[config.mk]
export PLATFORM = sky130hd
export DESIGN_NAME = pipe_flopenrc_flat
export DESIGN_NICKNAME = d
export VERILOG_FILES = /design/src/rtl/pipe_flopenrc_pkg.sv /design/src/rtl/pipe_flopenrc_if.sv /design/src/rtl/pipe_flopenrc_stage.sv /design/src/rtl/pipe_flopenrc.sv /design/src/flat_wrapper.sv
export SDC_FILE = /design/constraint.sdc
export NUM_CORES = 1
export LEC_CHECK = 0
export BUFFER_PORTS_ARGS = -buffer_cell sky130_fd_sc_hd__buf_2
export CAP_MARGIN = 5
export CORE_UTILIZATION = 35
export CTS_BUF_LIST = sky130_fd_sc_hd__clkbuf_4 sky130_fd_sc_hd__clkbuf_8
export DETAILED_ROUTE_END_ITERATION = 8
export MAX_ROUTING_LAYER = met4
export PLACE_DENSITY = 0.54
export REMOVE_ABC_BUFFERS = 1
export SLEW_MARGIN = 15
export SYNTH_ARGS = -nofsm -noshare
export SYNTH_HDL_FRONTEND = slang
export SYNTH_SLANG_ARGS = --single-unit
[constraint.sdc]
create_clock -name clk -period 1.4 [get_ports clk]
set_clock_uncertainty 0.15 [all_clocks]
set_input_delay 0.07 -clock clk [delete_from_list [all_inputs] [get_ports clk]]
set_output_delay 0.07 -clock clk [all_outputs]
set_load 0.02 [all_outputs]
[src/rtl/pipe_flopenrc_pkg.sv]
// Shared types and helpers for the elastic pipeline register and the CPU hazard unit.
package pipe_pkg;

  function automatic int cnt_w(input int depth);
    return $clog2(depth + 1);
  endfunction

  // Hazard-unit control bundle: stall maps onto !out_ready, flush feeds the block directly.
  typedef struct packed {
    logic stall;
    logic flush;
  } pipe_ctrl_t;

endpackage

[src/rtl/pipe_flopenrc_if.sv]
// Valid/ready handshake bundle for the elastic pipeline register, plus its occupancy count.
interface pipe_flopenrc_if
  import pipe_pkg::*;
#(
  parameter int WIDTH = 32,
  parameter int DEPTH = 2
) ();

  localparam int CW = cnt_w(DEPTH);

  logic             in_valid;
  logic             in_ready;
  logic [WIDTH-1:0] in_data;
  logic             out_valid;
  logic             out_ready;
  logic [WIDTH-1:0] out_data;
  logic [CW-1:0]    count;

  modport master (
    output in_valid, in_data, out_ready,
    input  in_ready, out_valid, out_data, count
  );

  modport slave (
    input  in_valid, in_data, out_ready,
    output in_ready, out_valid, out_data, count
  );

endinterface

[src/rtl/pipe_flopenrc_stage.sv]
// One pipeline stage: a valid flop and an enable-gated data register, both synchronously clearable.
module pipe_stage #(
  parameter int               WIDTH     = 32,
  parameter logic [WIDTH-1:0] RESET_VAL = '0
) (
  input  logic             clk,
  input  logic             reset,
  input  logic             clear,
  input  logic             load,
  input  logic             in_valid,
  input  logic [WIDTH-1:0] in_data,
  output logic             valid,
  output logic [WIDTH-1:0] data
);

  // A bubble moving in clears valid but leaves data untouched to keep toggling low.
  always_ff @(posedge clk) begin
    if (reset || clear) begin
      valid <= 1'b0;
      data  <= RESET_VAL;
    end else if (load) begin
      valid <= in_valid;
      if (in_valid) data <= in_data;
    end
  end

endmodule

[src/rtl/pipe_flopenrc.sv]
// Elastic, stallable, flushable pipeline register built from DEPTH bubble-collapsing stages.
module pipe_flopenrc
  import pipe_pkg::*;
#(
  parameter int               WIDTH     = 32,
  parameter int               DEPTH     = 2,
  parameter logic [WIDTH-1:0] RESET_VAL = '0
) (
  input  logic          clk,
  input  logic          reset,
  input  logic          flush,
  pipe_flopenrc_if.slave bus
);

  localparam int CW = cnt_w(DEPTH);

  logic [DEPTH:0]   ready;
  logic [DEPTH-1:0] valid_q;
  logic [WIDTH-1:0] data_q [DEPTH];
  logic [CW-1:0]    count_c;

  // A stage can load when it is empty or anything downstream can move.
  always_comb begin
    ready        = '0;
    ready[DEPTH] = bus.out_ready;
    for (int i = DEPTH - 1; i >= 0; i--) ready[i] = !valid_q[i] || ready[i+1];
  end

  for (genvar i = 0; i < DEPTH; i++) begin : g_stage
    logic             src_valid;
    logic [WIDTH-1:0] src_data;

    if (i == 0) begin : g_head
      assign src_valid = bus.in_valid;
      assign src_data  = bus.in_data;
    end else begin : g_body
      assign src_valid = valid_q[i-1];
      assign src_data  = data_q[i-1];
    end

    pipe_stage #(
      .WIDTH     (WIDTH),
      .RESET_VAL (RESET_VAL)
    ) u_stage (
      .clk      (clk),
      .reset    (reset),
      .clear    (flush),
      .load     (ready[i]),
      .in_valid (src_valid),
      .in_data  (src_data),
      .valid    (valid_q[i]),
      .data     (data_q[i])
    );
  end

  // Occupancy is derived from registered valids only, so it has no input-to-output path.
  always_comb begin
    count_c = '0;
    for (int i = 0; i < DEPTH; i++) count_c = count_c + CW'(valid_q[i]);
  end

  assign bus.in_ready  = ready[0] && !flush;
  assign bus.out_valid = valid_q[DEPTH-1];
  assign bus.out_data  = data_q[DEPTH-1];
  assign bus.count     = count_c;

endmodule
[src/flat_wrapper.sv]
// flat-port wrapper written by rule: the top's interface ports become plain ports
module pipe_flopenrc_flat import pipe_pkg::*;
#(
  parameter int               WIDTH     = 32,
  parameter int               DEPTH     = 2,
  parameter logic [WIDTH-1:0] RESET_VAL = '0
)
  (clk, reset, flush, bus_in_valid, bus_in_data, bus_out_ready, bus_in_ready, bus_out_valid, bus_out_data, bus_count);
  pipe_flopenrc_if #(.WIDTH(WIDTH), .DEPTH(DEPTH)) bus_i ();
  input  logic clk;
  input  logic reset;
  input  logic flush;
  input wire logic [$bits(bus_i.in_valid)-1:0] bus_in_valid;
  input wire logic [$bits(bus_i.in_data)-1:0] bus_in_data;
  input wire logic [$bits(bus_i.out_ready)-1:0] bus_out_ready;
  output wire logic [$bits(bus_i.in_ready)-1:0] bus_in_ready;
  output wire logic [$bits(bus_i.out_valid)-1:0] bus_out_valid;
  output wire logic [$bits(bus_i.out_data)-1:0] bus_out_data;
  output wire logic [$bits(bus_i.count)-1:0] bus_count;
  assign bus_i.in_valid = bus_in_valid;
  assign bus_i.in_data = bus_in_data;
  assign bus_i.out_ready = bus_out_ready;
  assign bus_in_ready = bus_i.in_ready;
  assign bus_out_valid = bus_i.out_valid;
  assign bus_out_data = bus_i.out_data;
  assign bus_count = bus_i.count;
  pipe_flopenrc #(.WIDTH(WIDTH), .DEPTH(DEPTH), .RESET_VAL(RESET_VAL)) u_core (.clk(clk), .reset(reset), .flush(flush), .bus(bus_i));
endmodule
Yosys cells after proc, flatten, opt, wreduce, memory -nomap -nowiden
Cells that the tools add are included. W data, S select, Z words.

Bits in registers: 66. Bits in latches: 0. RAM bits: 0. Memory bits (read-only): 0. Bits of input ports: 37. Memories kept: 0.

Add/sub/neg operators: 1. $mul: 0. Divide/modulo/power cells: 0. Magnitude comparators: 0. Eq/ne operators: 0. Shift operators: 0. Multiplexer cells: 0. Bitwise operators: 0. Reduce and logical (&&, ||, !) cells: 9.

Operator list (count): $reduce_and A2 Y1 (2); $logic_not A1 Y1 (3); $logic_or A1 B1 Y1 (3); $add A1 B1 Y2 (1); $logic_and A1 B1 Y1 (1).

Depth between registers and ports, before layout
Gate-level depths: netlist of run 1.

Word-level depth: 4. Mapped depth: 5. Depth with buffers taken out: 3.

Hierarchy
Synthesis of run 1 repeated with hierarchy kept, for this count alone.

Cells, all modules: 304. Area, all modules: 3208.1 um^2.

By module, submodules not included: pipe_stage (instances 2, cells each 150, area each 1577.8 um^2, sequential area each 660.6 um^2); pipe_flopenrc (instances 1, cells each 4, area each 52.6 um^2, sequential area each 0.0 um^2).

Worst setup path after synthesis of run 1
OpenSTA, ideal clock, no wires.

Path kind: reg2reg. Start: register u_core.g_stage[1].u_stage.valid. End: register u_core.g_stage[0].u_stage.data[2]. Data arrival time: 1.088 ns. Required time: 1.180 ns. Slack: 0.092 ns. Cell stages (with the launch flop): 5. Clock period less this slack: 1.308 ns. Path through: dfxtp_1 > and3b_4 > buf_6 > o21ai_1 > a21oi_1.

Longest elaborated chain between the ends: 4.

RTL lines: start: declaration (line pipe_flopenrc_stage.sv:12) `output logic valid,`; start signal: assignment (line pipe_flopenrc_stage.sv:22) `valid <= in_valid;`; $logic_not A1 Y1 (line pipe_flopenrc.sv:26) `for (int i = DEPTH - 1; i >= 0; i--) ready[i] = !valid_q[i] || ready[i+1];`; $logic_or A1 B1 Y1 (2 in series) (line pipe_flopenrc.sv:26); $reduce_and A2 Y1 (no source line); end signal: assignment (line pipe_flopenrc_stage.sv:23) `if (in_valid) data <= in_data;`; end: declaration (line pipe_flopenrc_stage.sv:13) `output logic [WIDTH-1:0] data`.

No other way between the ends. A chain may end at the register's enable or synchronous reset.

Worst setup path after layout of run 1
Start: register u_core.g_stage[0].u_stage.valid. End: output port bus_in_ready.

Longest elaborated chain between the ends: 3.

RTL lines: start: declaration (line pipe_flopenrc_stage.sv:12); start signal: assignment (line pipe_flopenrc_stage.sv:22); $logic_not A1 Y1 (line pipe_flopenrc.sv:26); $logic_or A1 B1 Y1 (line pipe_flopenrc.sv:26); $logic_and A1 B1 Y1 (line pipe_flopenrc.sv:62) `assign bus.in_ready = ready[0] && !flush;`; end: declaration (line flat_wrapper.sv:16) `output wire logic [$bits(bus_i.in_ready)-1:0] bus_in_ready;`.

No other way between the ends.

==> impl_metrics.env, run 1 <==
export IMPL_status="complete, no violations"
export IMPL_viasPerCell=5.00
export IMPL_min_from="bus_in_valid"
export IMPL_fmax_ghz=0.716
export IMPL_clk_latency_ns=0.32
export IMPL_ys_seq_area_share_pct=52.0
export IMPL_slew_violations=0
export IMPL_min_period_ns=1.40
export IMPL_grt_max_degree=67
export IMPL_maxCapViolations=0
export IMPL_cp_data_required_time_ns=1.18
export IMPL_instances_no_fill=508
export IMPL_synth_top_area_share_pct=52.0
export IMPL_synth_commonest_cells="a21oi_1, dfxtp_1, nand3_1"
export IMPL_hp_class="primary input to flip-flop"
export IMPL_cts_tree="built"
export IMPL_synth_ff_type="dfxtp_1"
export IMPL_grt_pass1_vias=2451
export IMPL_die_h_um=87.2
export IMPL_p_leak_nw=1.45
export IMPL_synth_edf_count=0
export IMPL_drive_gt1_share_pct=28.6
export IMPL_dieArea_um2=7610
export IMPL_place_congestion=0.696
export IMPL_syn_avg_cell_area_um2=8.39
export IMPL_rr_startpoint="u_core.g_stage[0].u_stage.valid"
export IMPL_netlist_area_um2=2540
export IMPL_worstPathMaxFanout=3
export IMPL_io_pins=73
export IMPL_rows=30
export IMPL_r2r_cells=5
export IMPL_routedWlPerCell_um=13.6
export IMPL_grt_use_met2_pct=32.4
export IMPL_power_density_nw_per_um2=1010
export IMPL_ys_ff_latch=66
export IMPL_worst_slack_ns=0.00348
export IMPL_arrival_ns=1.18
export IMPL_clkSlewWorstSetupHoldPaths_ns=0.07
export IMPL_hpwl_um=4280
export IMPL_timing_rr_end="u_core.g_stage[0].u_stage.data[20]"
export IMPL_finalHoldViolCount=0
export IMPL_finish_utilization_pct=52.5
export IMPL_root_buffer="clkbuf_8"
export IMPL_cts_htree_levels=3
export IMPL_final_nets=446
export IMPL_met1_usage_pct=25.6
export IMPL_cts_sinks=66
export IMPL_first_iter_violations=115
export IMPL_post_place_ws_ns=0.0644
export IMPL_grt_overflow=0
export IMPL_die_w_um=87.2
export IMPL_cts_buffers=9
export IMPL_drt_pass1_iter_count=4
export IMPL_cts_path_max_buffers=2
export IMPL_busiest_layer="met2"
export IMPL_slowest_stage="dfxtp_4"
export IMPL_dp_cells=455
export IMPL_timing_hold_ws_ns=0.0656
export IMPL_io_buffers=72
export IMPL_timing_slew_headroom_pct=80.7
export IMPL_yosys_warnings=0
export IMPL_antenna_found_initial=0
export IMPL_num_vias=2541
export IMPL_cp_num_buf_inv=2
export IMPL_regToRegSetupSlack_ns=0.06
export IMPL_setup_viol=0
export IMPL_syn2layout_area_growth_pct=42.6
export IMPL_fin_crit_sh_pct=99.8
export IMPL_core_um2=6910
export IMPL_tightestPinTransition_ns=0.289
export IMPL_start_kind="flip-flop"
export IMPL_ys_top_cells_by_area="dfxtp_1, a21oi_1, nand3_1"
export IMPL_peakVddDrop_mv=0.402
export IMPL_drcViolationCount=0
export IMPL_rsz0062_at_grt="yes"
export IMPL_crit_path_end_kind="output pin"
export IMPL_power_total_mw=3.66
export IMPL_synth_distinct_cells=18
export IMPL_post_synth_top_area_cell="dfxtp_1"
export IMPL_grtUsageMet3_pct=4.36
export IMPL_cp_cell_sequence="and3b_4, buf_12, nor2_4, buf_6"
export IMPL_async_reset_ff_share_pct=0
export IMPL_slowest_delay_ns=0.36
export IMPL_grt_total_usage_pct=20.0
export IMPL_antenna_cells=0
export IMPL_antenna_left=0
export IMPL_critPathKind="flip-flop to output pin"
export IMPL_min_to="u_core.g_stage[0].u_stage.data[8]"
export IMPL_worst_path_dominant_cell_family="flip-flops"
export IMPL_start_util_pct=36.8
export IMPL_totalWireLength_um=6910
export IMPL_grt_pass1_wl_um=11500
export IMPL_syn_inst=303
export IMPL_hold_depth=4
state kept, by name, summed over array words and instances (netlist names):
name	cells
u_core.g_stage.u_stage.data	64
u_core.g_stage.u_stage.valid	2
placed cells by master (no fill, tap or decap):
cell / count
nand3b_2: 1
dfxtp_4: 2
nor2_4: 1
buf_6: 4
and2b_1: 1
o21ai_1: 49
clkinv_2: 3
ha_4: 1
clkbuf_8: 11
o21ai_0: 15
dfxtp_1: 64
buf_4: 17
a21oi_1: 66
buf_12: 5
nand3_1: 64
and3b_4: 1
clkbuf_4: 1
dlygate4sd3_1: 32
buf_2: 70
nand2b_1: 1
or2_2: 1
inv_1: 2
worst register-to-register path, delay by kind of cell, from the launching register on:
kind	cells	cell delay, ns
DFF	1	0.36
AOI/OAI and AO/OA	2	0.21
and+or+nand+nor	1	0.19
buffers and inverters	2	0.31
kinds of logic (layout without fill, tap and decap cells):
family | Yosys count | in the layout | synth area share (%)
flip-flops | 66 | 66 | 52.0
AND/OR/NAND/NOR | 70 | 70 | 14.5
AO/OA/AOI/OAI | 130 | 130 | 25.6
buffers and inverters | 36 | 145 | 7.44
adder cells (fa/ha/maj) | 1 | 1 | 0.492
worst max-delay path by stage:
stage                     slack [ns]  depth (start not counted)                            start                                  to
after global routing           -0.05                          4  u_core.g_stage[0].u_stage.valid                        bus_in_ready
after CTS                      -0.02                          4  u_core.g_stage[0].u_stage.valid                        bus_in_ready
after detailed placement        0.06                          4  u_core.g_stage[1].u_stage.valid  u_core.g_stage[0].u_stage.data[31]
after floorplan                -0.60                          3  u_core.g_stage[0].u_stage.valid  u_core.g_stage[1].u_stage.data[10]
after global placement          0.08                          3  u_core.g_stage[0].u_stage.valid                        bus_count[0]
final                          0.003                          4  u_core.g_stage[0].u_stage.valid                        bus_in_ready
area by class of cell:
cell class	count	area, µm²
Timing Repair Buffer	128	943
Clock inverter	3	15.0
Multi-Input combinational cell	201	1050
Inverter	2	7.51
Fill cell	733	3280
Clock buffer	12	159
Sequential cell	66	1330
Tap cell	96	120
routing by layer:
layer / wire [µm] / vias to the layer above
met5: 0 / -
met4: 57 / 0
met3: 277 / 7
met2: 3270 / 66
met1: 3300 / 1178
li1: - / 1290
through the flow:
stage / cell area (µm²) / setup TNS, ns
after floorplan: 2360 / -38.76
after global placement: 3030 / 0
after detailed placement: 3030 / 0
after CTS: 3620 / -0.0188
after global routing: 3620 / -0.0796
final: 3620 / 0
timing repair:
item,in CTS,in global routing
pin swaps,1,1
gates cloned,0,0
endpoints found under the setup margin,3,25
buffers inserted,6,0
hold buffers,32,0
hold endpoints to repair,32,0
resized for setup,15,17
power breakdown:
group,total [mW],internal [mW],switching [mW],leakage [nW]
Combinational,0.334,0.170,0.164,0.818
Sequential,1.92,1.91,0.0164,0.536
Clock,1.40,0.741,0.659,0.0954
(Power assumes the default switching activity.)
==> run 2: changes to the inputs <==
==> constraint.sdc (replaced) <==
create_clock -name clk -period 1.4 [get_ports clk]
set_clock_uncertainty 0.15 [all_clocks]
set_input_delay 0.21 -clock clk [delete_from_list [all_inputs] [get_ports clk]]
set_output_delay 0.21 -clock clk [all_outputs]
set_load 0.02 [all_outputs]
==> impl_metrics.env, run 2 (synthesized netlist as in run 1, its figures left out) <==
export IMPL_critPathKind="flip-flop to output pin"
export IMPL_first_iter_violations=143
export IMPL_grt_max_degree=67
export IMPL_p_leak_nw=1.47
export IMPL_cts_buffers=9
export IMPL_drive_gt1_share_pct=29.0
export IMPL_io_pins=73
export IMPL_cp_cell_sequence="buf_6, ha_4, buf_6"
export IMPL_rsz0062_at_grt="yes"
export IMPL_worst_slack_ns=-0.127
export IMPL_worstPathMaxFanout=3
export IMPL_crit_path_end_kind="output pin"
export IMPL_dp_cells=460
export IMPL_grt_total_usage_pct=19.8
export IMPL_grt_overflow=0
export IMPL_die_w_um=87.2
export IMPL_final_common_cell="buf_2"
export IMPL_viasPerCell=4.98
export IMPL_dieArea_um2=7610
export IMPL_largest_reg_flops=64
export IMPL_cts_sinks=66
export IMPL_finalHoldViolCount=0
export IMPL_power_density_nw_per_um2=1100
export IMPL_num_vias=2542
export IMPL_place_congestion=0.740
export IMPL_setup_viol=3
export IMPL_start_kind="flip-flop"
export IMPL_power_total_mw=4.03
export IMPL_cts_htree_levels=3
export IMPL_syn2layout_area_growth_pct=44.0
export IMPL_regMostFlops="u_core.g_stage.u_stage.data"
export IMPL_hpwl_um=4330
export IMPL_timing_slew_headroom_pct=80.7
export IMPL_clk_latency_ns=0.34
export IMPL_slowest_delay_ns=0.35
export IMPL_rows=30
export IMPL_totalWireLength_um=7000
export IMPL_core_um2=6910
export IMPL_die_h_um=87.2
export IMPL_netSwitchingPower_mw=0.889
export IMPL_slew_violations=0
export IMPL_hp_class="primary input to flip-flop"
export IMPL_routedWlPerCell_um=13.7
export IMPL_cts_path_max_buffers=2
export IMPL_status="finished with violations"
export IMPL_io_buffers=72
export IMPL_cp_data_required_time_ns=1.04
export IMPL_root_buffer="clkbuf_8"
export IMPL_layout_common_cells="buf_2, a21oi_1, nand3_1, dfxtp_1, o21ai_1"
export IMPL_fin_setup_tns_ns=-0.230
export IMPL_p_comb_share_pct=8.3
export IMPL_antenna_left=0
export IMPL_slowest_stage="dfxtp_4"
export IMPL_p_int_mw=3.14
export IMPL_start_util_pct=36.8
export IMPL_grt_pass1_wl_um=11200
export IMPL_arrival_ns=1.17
export IMPL_p_seq_share_pct=47.8
export IMPL_fmax_ghz=0.655
export IMPL_timing_hold_ws_ns=0.217
export IMPL_maxCapViolations=0
export IMPL_grt_pass1_vias=2322
export IMPL_switching_share_pct=22.1
export IMPL_fin_crit_sh_pct=109
export IMPL_peakVddDrop_mv=0.426
export IMPL_antenna_found_initial=0
export IMPL_clkSlewWorstSetupHoldPaths_ns=0.07
export IMPL_final_nets=447
export IMPL_tightestPinTransition_ns=0.290
export IMPL_nFillCells=720
export IMPL_drcViolationCount=0
export IMPL_antenna_cells=0
export IMPL_failed_checks="setup timing"
export IMPL_instances_no_fill=510
export IMPL_min_period_ns=1.53
export IMPL_cts_tree="built"
export IMPL_reg_largest_list="u_core.g_stage.u_stage.data: 64 flops, u_core.g_stage.u_stage.valid: 2 flops"
export IMPL_drt_pass1_iter_count=4
export IMPL_power_frac_clock_pct=43.9
export IMPL_crit_top_cell="buf_6"
-- run 2: changes by cell type in the layout (fill, tap and decap cells not counted) --
cell       delta
dfxtp_4       -1
o21ai_0      +15
dfxtp_2       +1
clkinv_2      -3
buf_2         -1
buf_4         +1
o21ai_1      -15
clkbuf_8      +2
bufinv_16     +1
buf_6         +4
buf_12        -3
clkbuf_4      +1
-- run 2: metrics by stage --
stage / setup slack [ns] / area [µm²] / util [%]
4_1_cts: -0.137 / 3650 / 52.8
2_1_floorplan: -0.600 / 2360 / -
3_5_place_dp: 0.0560 / 3040 / 44.0
5_1_grt: -0.159 / 3660 / 53.0
3_3_place_gp: 0.103 / 3040 / 44.0
6_report: -0.127 / 3660 / 53.0
-- run 2: what timing repair did --
| action | CTS | global route |
|---|---|---|
| buffers inserted | 2 | 0 |
| hold buffers | 32 | 0 |
| endpoints found under the setup margin | 3 | 17 |
| resized for setup | 14 | 4 |
| cloned | 0 | 0 |
| endpoints found under the hold margin | 32 | 0 |
| pin swaps | 2 | 0 |
-- run 2: worst max-delay path: cells and delay by family (launching register included) --
family | cells | cell delay [ns]
fa+ha+maj | 1 | 0.25
buf+inv | 2 | 0.22
flops | 1 | 0.35
-- run 2: path summary, 6_finish.rpt --
| kind | from | to | slack [ns] | cells past startpoint |
|---|---|---|---|---|
| setup reg to reg | u_core.g_stage[0].u_stage.valid | u_core.g_stage[0].u_stage.data[0] | 0.07 | 5 |
| hold / removal | bus_in_valid | u_core.g_stage[0].u_stage.data[11] | 0.22 | 4 |
| hold reg to reg | u_core.g_stage[0].u_stage.data[20] | u_core.g_stage[1].u_stage.data[20] | 0.32 | 2 |
| setup / recovery | u_core.g_stage[0].u_stage.valid | bus_count[0] | -0.13 | 3 |
-- run 2: area by class of cell --
type,count,area (µm²),area share [%]
inverter,2,7.51,0.205
timing repair buffer,129,931,25.4
sequential,66,1330,36.2
clock buffer,15,194,5.30
multi-input combinational,201,1050,28.7
tap,96,120,3.28
clock inverter,1,30.0,0.821
-- run 2: layer usage --
metal,up-vias,GRT usage [%],wire [µm]
met1,1171,26.3,3400
li1,1298,-,-
met3,9,4.36,282
met4,0,6.26,70
met2,64,30.0,3240
met5,-,-,0
-- run 2: power by group through the flow --
stage	logic, mW	clock network, mW	registers, mW
6_report	0.332	1.77	1.93
5_1_grt	0.364	1.90	1.93
4_1_cts	0.332	1.80	1.92
3_5_place_dp	0.251	0	1.97
3_3_place_gp	0.251	0	1.97
2_1_floorplan	0.100	0	1.98
==> run 3: changes to the inputs <==
--- a/config.mk
+++ b/config.mk
@@ -5,13 +5,14 @@
 export SDC_FILE = /design/constraint.sdc
 export NUM_CORES = 1
 export LEC_CHECK = 0
+export ABC_AREA = 1
 export BUFFER_PORTS_ARGS = -buffer_cell sky130_fd_sc_hd__buf_2
 export CAP_MARGIN = 5
 export CORE_UTILIZATION = 35
 export CTS_BUF_LIST = sky130_fd_sc_hd__clkbuf_4 sky130_fd_sc_hd__clkbuf_8
 export DETAILED_ROUTE_END_ITERATION = 8
 export MAX_ROUTING_LAYER = met4
-export PLACE_DENSITY = 0.54
+export PLACE_DENSITY = 0.53
 export REMOVE_ABC_BUFFERS = 1
 export SLEW_MARGIN = 15
 export SYNTH_ARGS = -nofsm -noshare
==> impl_metrics.env, run 3 <==
export IMPL_min_period_ns=1.51
export IMPL_timing_slew_headroom_pct=80.5
export IMPL_switching_share_pct=24.3
export IMPL_reg_largest_list="u_core.g_stage.u_stage.data: 64 flops, u_core.g_stage.u_stage.valid: 2 flops"
export IMPL_slowest_delay_ns=0.34
export IMPL_worst_path_dominant_cell_family="flip-flops"
export IMPL_final_common_cell="nor2_1"
export IMPL_drive_gt1_share_pct=25.1
export IMPL_fin_crit_sh_pct=108
export IMPL_antenna_found_initial=0
export IMPL_grt_pass1_vias=2388
export IMPL_yosys_warnings=0
export IMPL_fmax_ghz=0.660
export IMPL_final_area_um2=3800
export IMPL_dieArea_um2=8440
export IMPL_synth_distinct_cells=14
export IMPL_drt_pass1_iter_count=4
export IMPL_cp_num_buf_inv=2
export IMPL_critPathKind="flip-flop to output pin"
export IMPL_min_from="bus_in_data[0]"
export IMPL_grt_total_usage_pct=16.8
export IMPL_cts_htree_levels=3
export IMPL_status="finished with violations"
export IMPL_core_um2=7770
export IMPL_async_reset_ff_share_pct=0
export IMPL_start_kind="flip-flop"
export IMPL_fin_setup_tns_ns=-0.255
export IMPL_slowest_stage="dfxtp_2"
export IMPL_clkSlewWorstSetupHoldPaths_ns=0.07
export IMPL_rsz0062_at_grt="yes"
export IMPL_synth_commonest_cells="nor2_1, dfxtp_1, nand2_1"
export IMPL_failed_checks="setup timing"
export IMPL_num_vias=2635
export IMPL_root_buffer="clkbuf_8"
export IMPL_clk_latency_ns=0.33
export IMPL_synth_top_area_share_pct=46.7
export IMPL_cts_path_max_buffers=2
export IMPL_cts_tree="built"
export IMPL_io_buffers=72
export IMPL_yosysMostFrequentCell="nor2_1"
export IMPL_drcViolationCount=0
export IMPL_slew_violations=0
export IMPL_worstPathMaxFanout=2
export IMPL_cp_cell_sequence="buf_6, ha_4, buf_6"
export IMPL_routedWlPerCell_um=11.9
export IMPL_netSwitchingPower_mw=0.936
export IMPL_ys_seq_area_share_pct=46.7
export IMPL_cts_sinks=66
export IMPL_first_iter_violations=113
export IMPL_hp_class="primary input to flip-flop"
export IMPL_peakVddDrop_mv=0.360
export IMPL_grt_max_degree=66
export IMPL_wl_met2_um=3290
export IMPL_die_h_um=91.9
export IMPL_worst_slack_ns=-0.115
export IMPL_syn2layout_area_growth_pct=34.5
export IMPL_totalWireLength_um=6890
export IMPL_tightestPinTransition_ns=0.292
export IMPL_ys_ff_latch=66
export IMPL_start_util_pct=36.4
export IMPL_power_density_nw_per_um2=1010
export IMPL_antenna_cells=0
export IMPL_dr_wl_met3_um=339
export IMPL_final_nets=516
export IMPL_setup_viol=4
export IMPL_syn_avg_cell_area_um2=7.09
export IMPL_antenna_left=0
export IMPL_top_layer="met4"
export IMPL_rows=32
export IMPL_met1_length_um=3210
export IMPL_power_frac_clock_pct=36.4
export IMPL_viasPerCell=4.54
export IMPL_p_leak_nw=1.82
export IMPL_hpwl_um=4070
export IMPL_grt_pass1_wl_um=11000
export IMPL_place_area_um2=3390
export IMPL_p_int_mw=2.91
export IMPL_cp_data_required_time_ns=1.04
export IMPL_ys_top_cells_by_area="dfxtp_1, nor2_1, nand2_1"
export IMPL_arrival_ns=1.15
export IMPL_grt_overflow=0
export IMPL_syn_inst=399
export IMPL_synth_edf_count=0
export IMPL_rr_startpoint="u_core.g_stage[1].u_stage.valid"
export IMPL_netlist_area_um2=2830
export IMPL_io_pins=73
export IMPL_p_seq_share_pct=51.2
export IMPL_maxCapViolations=0
export IMPL_crit_start="u_core.g_stage[1].u_stage.valid"
export IMPL_postCtsHoldBufs=0
export IMPL_p_comb_share_pct=12.4
export IMPL_place_congestion=0.719
export IMPL_crit_path_end_kind="output pin"
export IMPL_cts_buffers=9
export IMPL_crit_top_cell="buf_6"
export IMPL_die_w_um=91.9
export IMPL_regMostFlops="u_core.g_stage.u_stage.data"
export IMPL_largest_reg_flops=64
export IMPL_layout_common_cells="nor2_1, buf_2, nand2_1, dfxtp_1, inv_1"
export IMPL_finalHoldViolCount=0
export IMPL_post_synth_top_area_cell="dfxtp_1"
export IMPL_synth_ff_type="dfxtp_1"
==> run 3: cell types whose count changed after synthesis, moves of 4 or more <==
| cell | previous run | this run |
|---|---|---|
| clkbuf_2 | 4 | 0 |
| o21ai_0 | 31 | 0 |
| o21ai_1 | 33 | 0 |
| inv_1 | 2 | 38 |
| nand2_1 | 0 | 66 |
| nor2_1 | 1 | 97 |
| nand3_1 | 64 | 32 |
| nand3b_1 | 0 | 32 |
| a21oi_1 | 66 | 34 |
==> run 3: worst paths after layout <==
kind / cells past startpoint / slack [ns] / end
setup / recovery: 3 / -0.11 / bus_count[0]
hold / removal: 5 / 0.03 / u_core.g_stage[0].u_stage.data[0]
setup reg to reg: 7 / 0 / u_core.g_stage[1].u_stage.data[28]
hold reg to reg: 2 / 0.32 / u_core.g_stage[1].u_stage.data[12]
==> run 3: through the flow <==
step | util [%] | hold slack, ns | power, mW | instances | worst slack, ns
final | 49.0 | 0.0332 | 3.85 | 581 | -0.115
after CTS | 47.4 | 0.0265 | 3.87 | 575 | -0.120
after detailed placement | 43.6 | 0.312 | 2.45 | 558 | 0.0715
after global routing | 49.0 | 0.0487 | 4.06 | 581 | -0.150
after global placement | 43.6 | 0.301 | 2.45 | 558 | 0.0990
after floorplan | - | 0.194 | 2.27 | 368 | -1.35
==> run 3: logic make-up after synthesis <==
logic type / synth area share, %
flops: 46.7
fa+ha+maj: 0.442
simple gates: 36.2
compound gates: 6.33
buf+inv: 10.4
==> run 3: layout make-up <==
type	instances	area, µm²
clock buffers	12	165
inverters	38	143
flip-flops and latches	66	1330
repair buffers	99	777
multi-input cells	264	1260
fillers	810	3970
well taps	102	128
==> run 3: tightest hold or removal path: stages <==
cell and delay (ns):
buf_2 0.07, inv_1 0.03, nand3_1 0.06, nand2_1 0.04, nor2_1 0.07
==> run 3: power groups by stage <==
stage | clock, mW | combinational (mW) | sequential (mW)
3_3_place_gp | 0 | 0.440 | 2.01
4_1_cts | 1.45 | 0.458 | 1.97
5_1_grt | 1.54 | 0.539 | 1.97
3_5_place_dp | 0 | 0.443 | 2.01
2_1_floorplan | 0 | 0.235 | 2.04
6_report | 1.40 | 0.478 | 1.97
==> run 3: timing repair <==
item | in CTS | in global routing
pin swaps | 0 | 2
gates cloned | 1 | 4
setup buffers | 4 | 2
resized for setup | 18 | 14
setup endpoints to repair | 3 | 45
==> run 3: layer usage <==
metal | track usage [%] | up-vias
met5 | - | -
met4 | 5.21 | 0
met3 | 4.48 | 6
met2 | 26.6 | 57
met1 | 21.1 | 1176
li1 | - | 1396
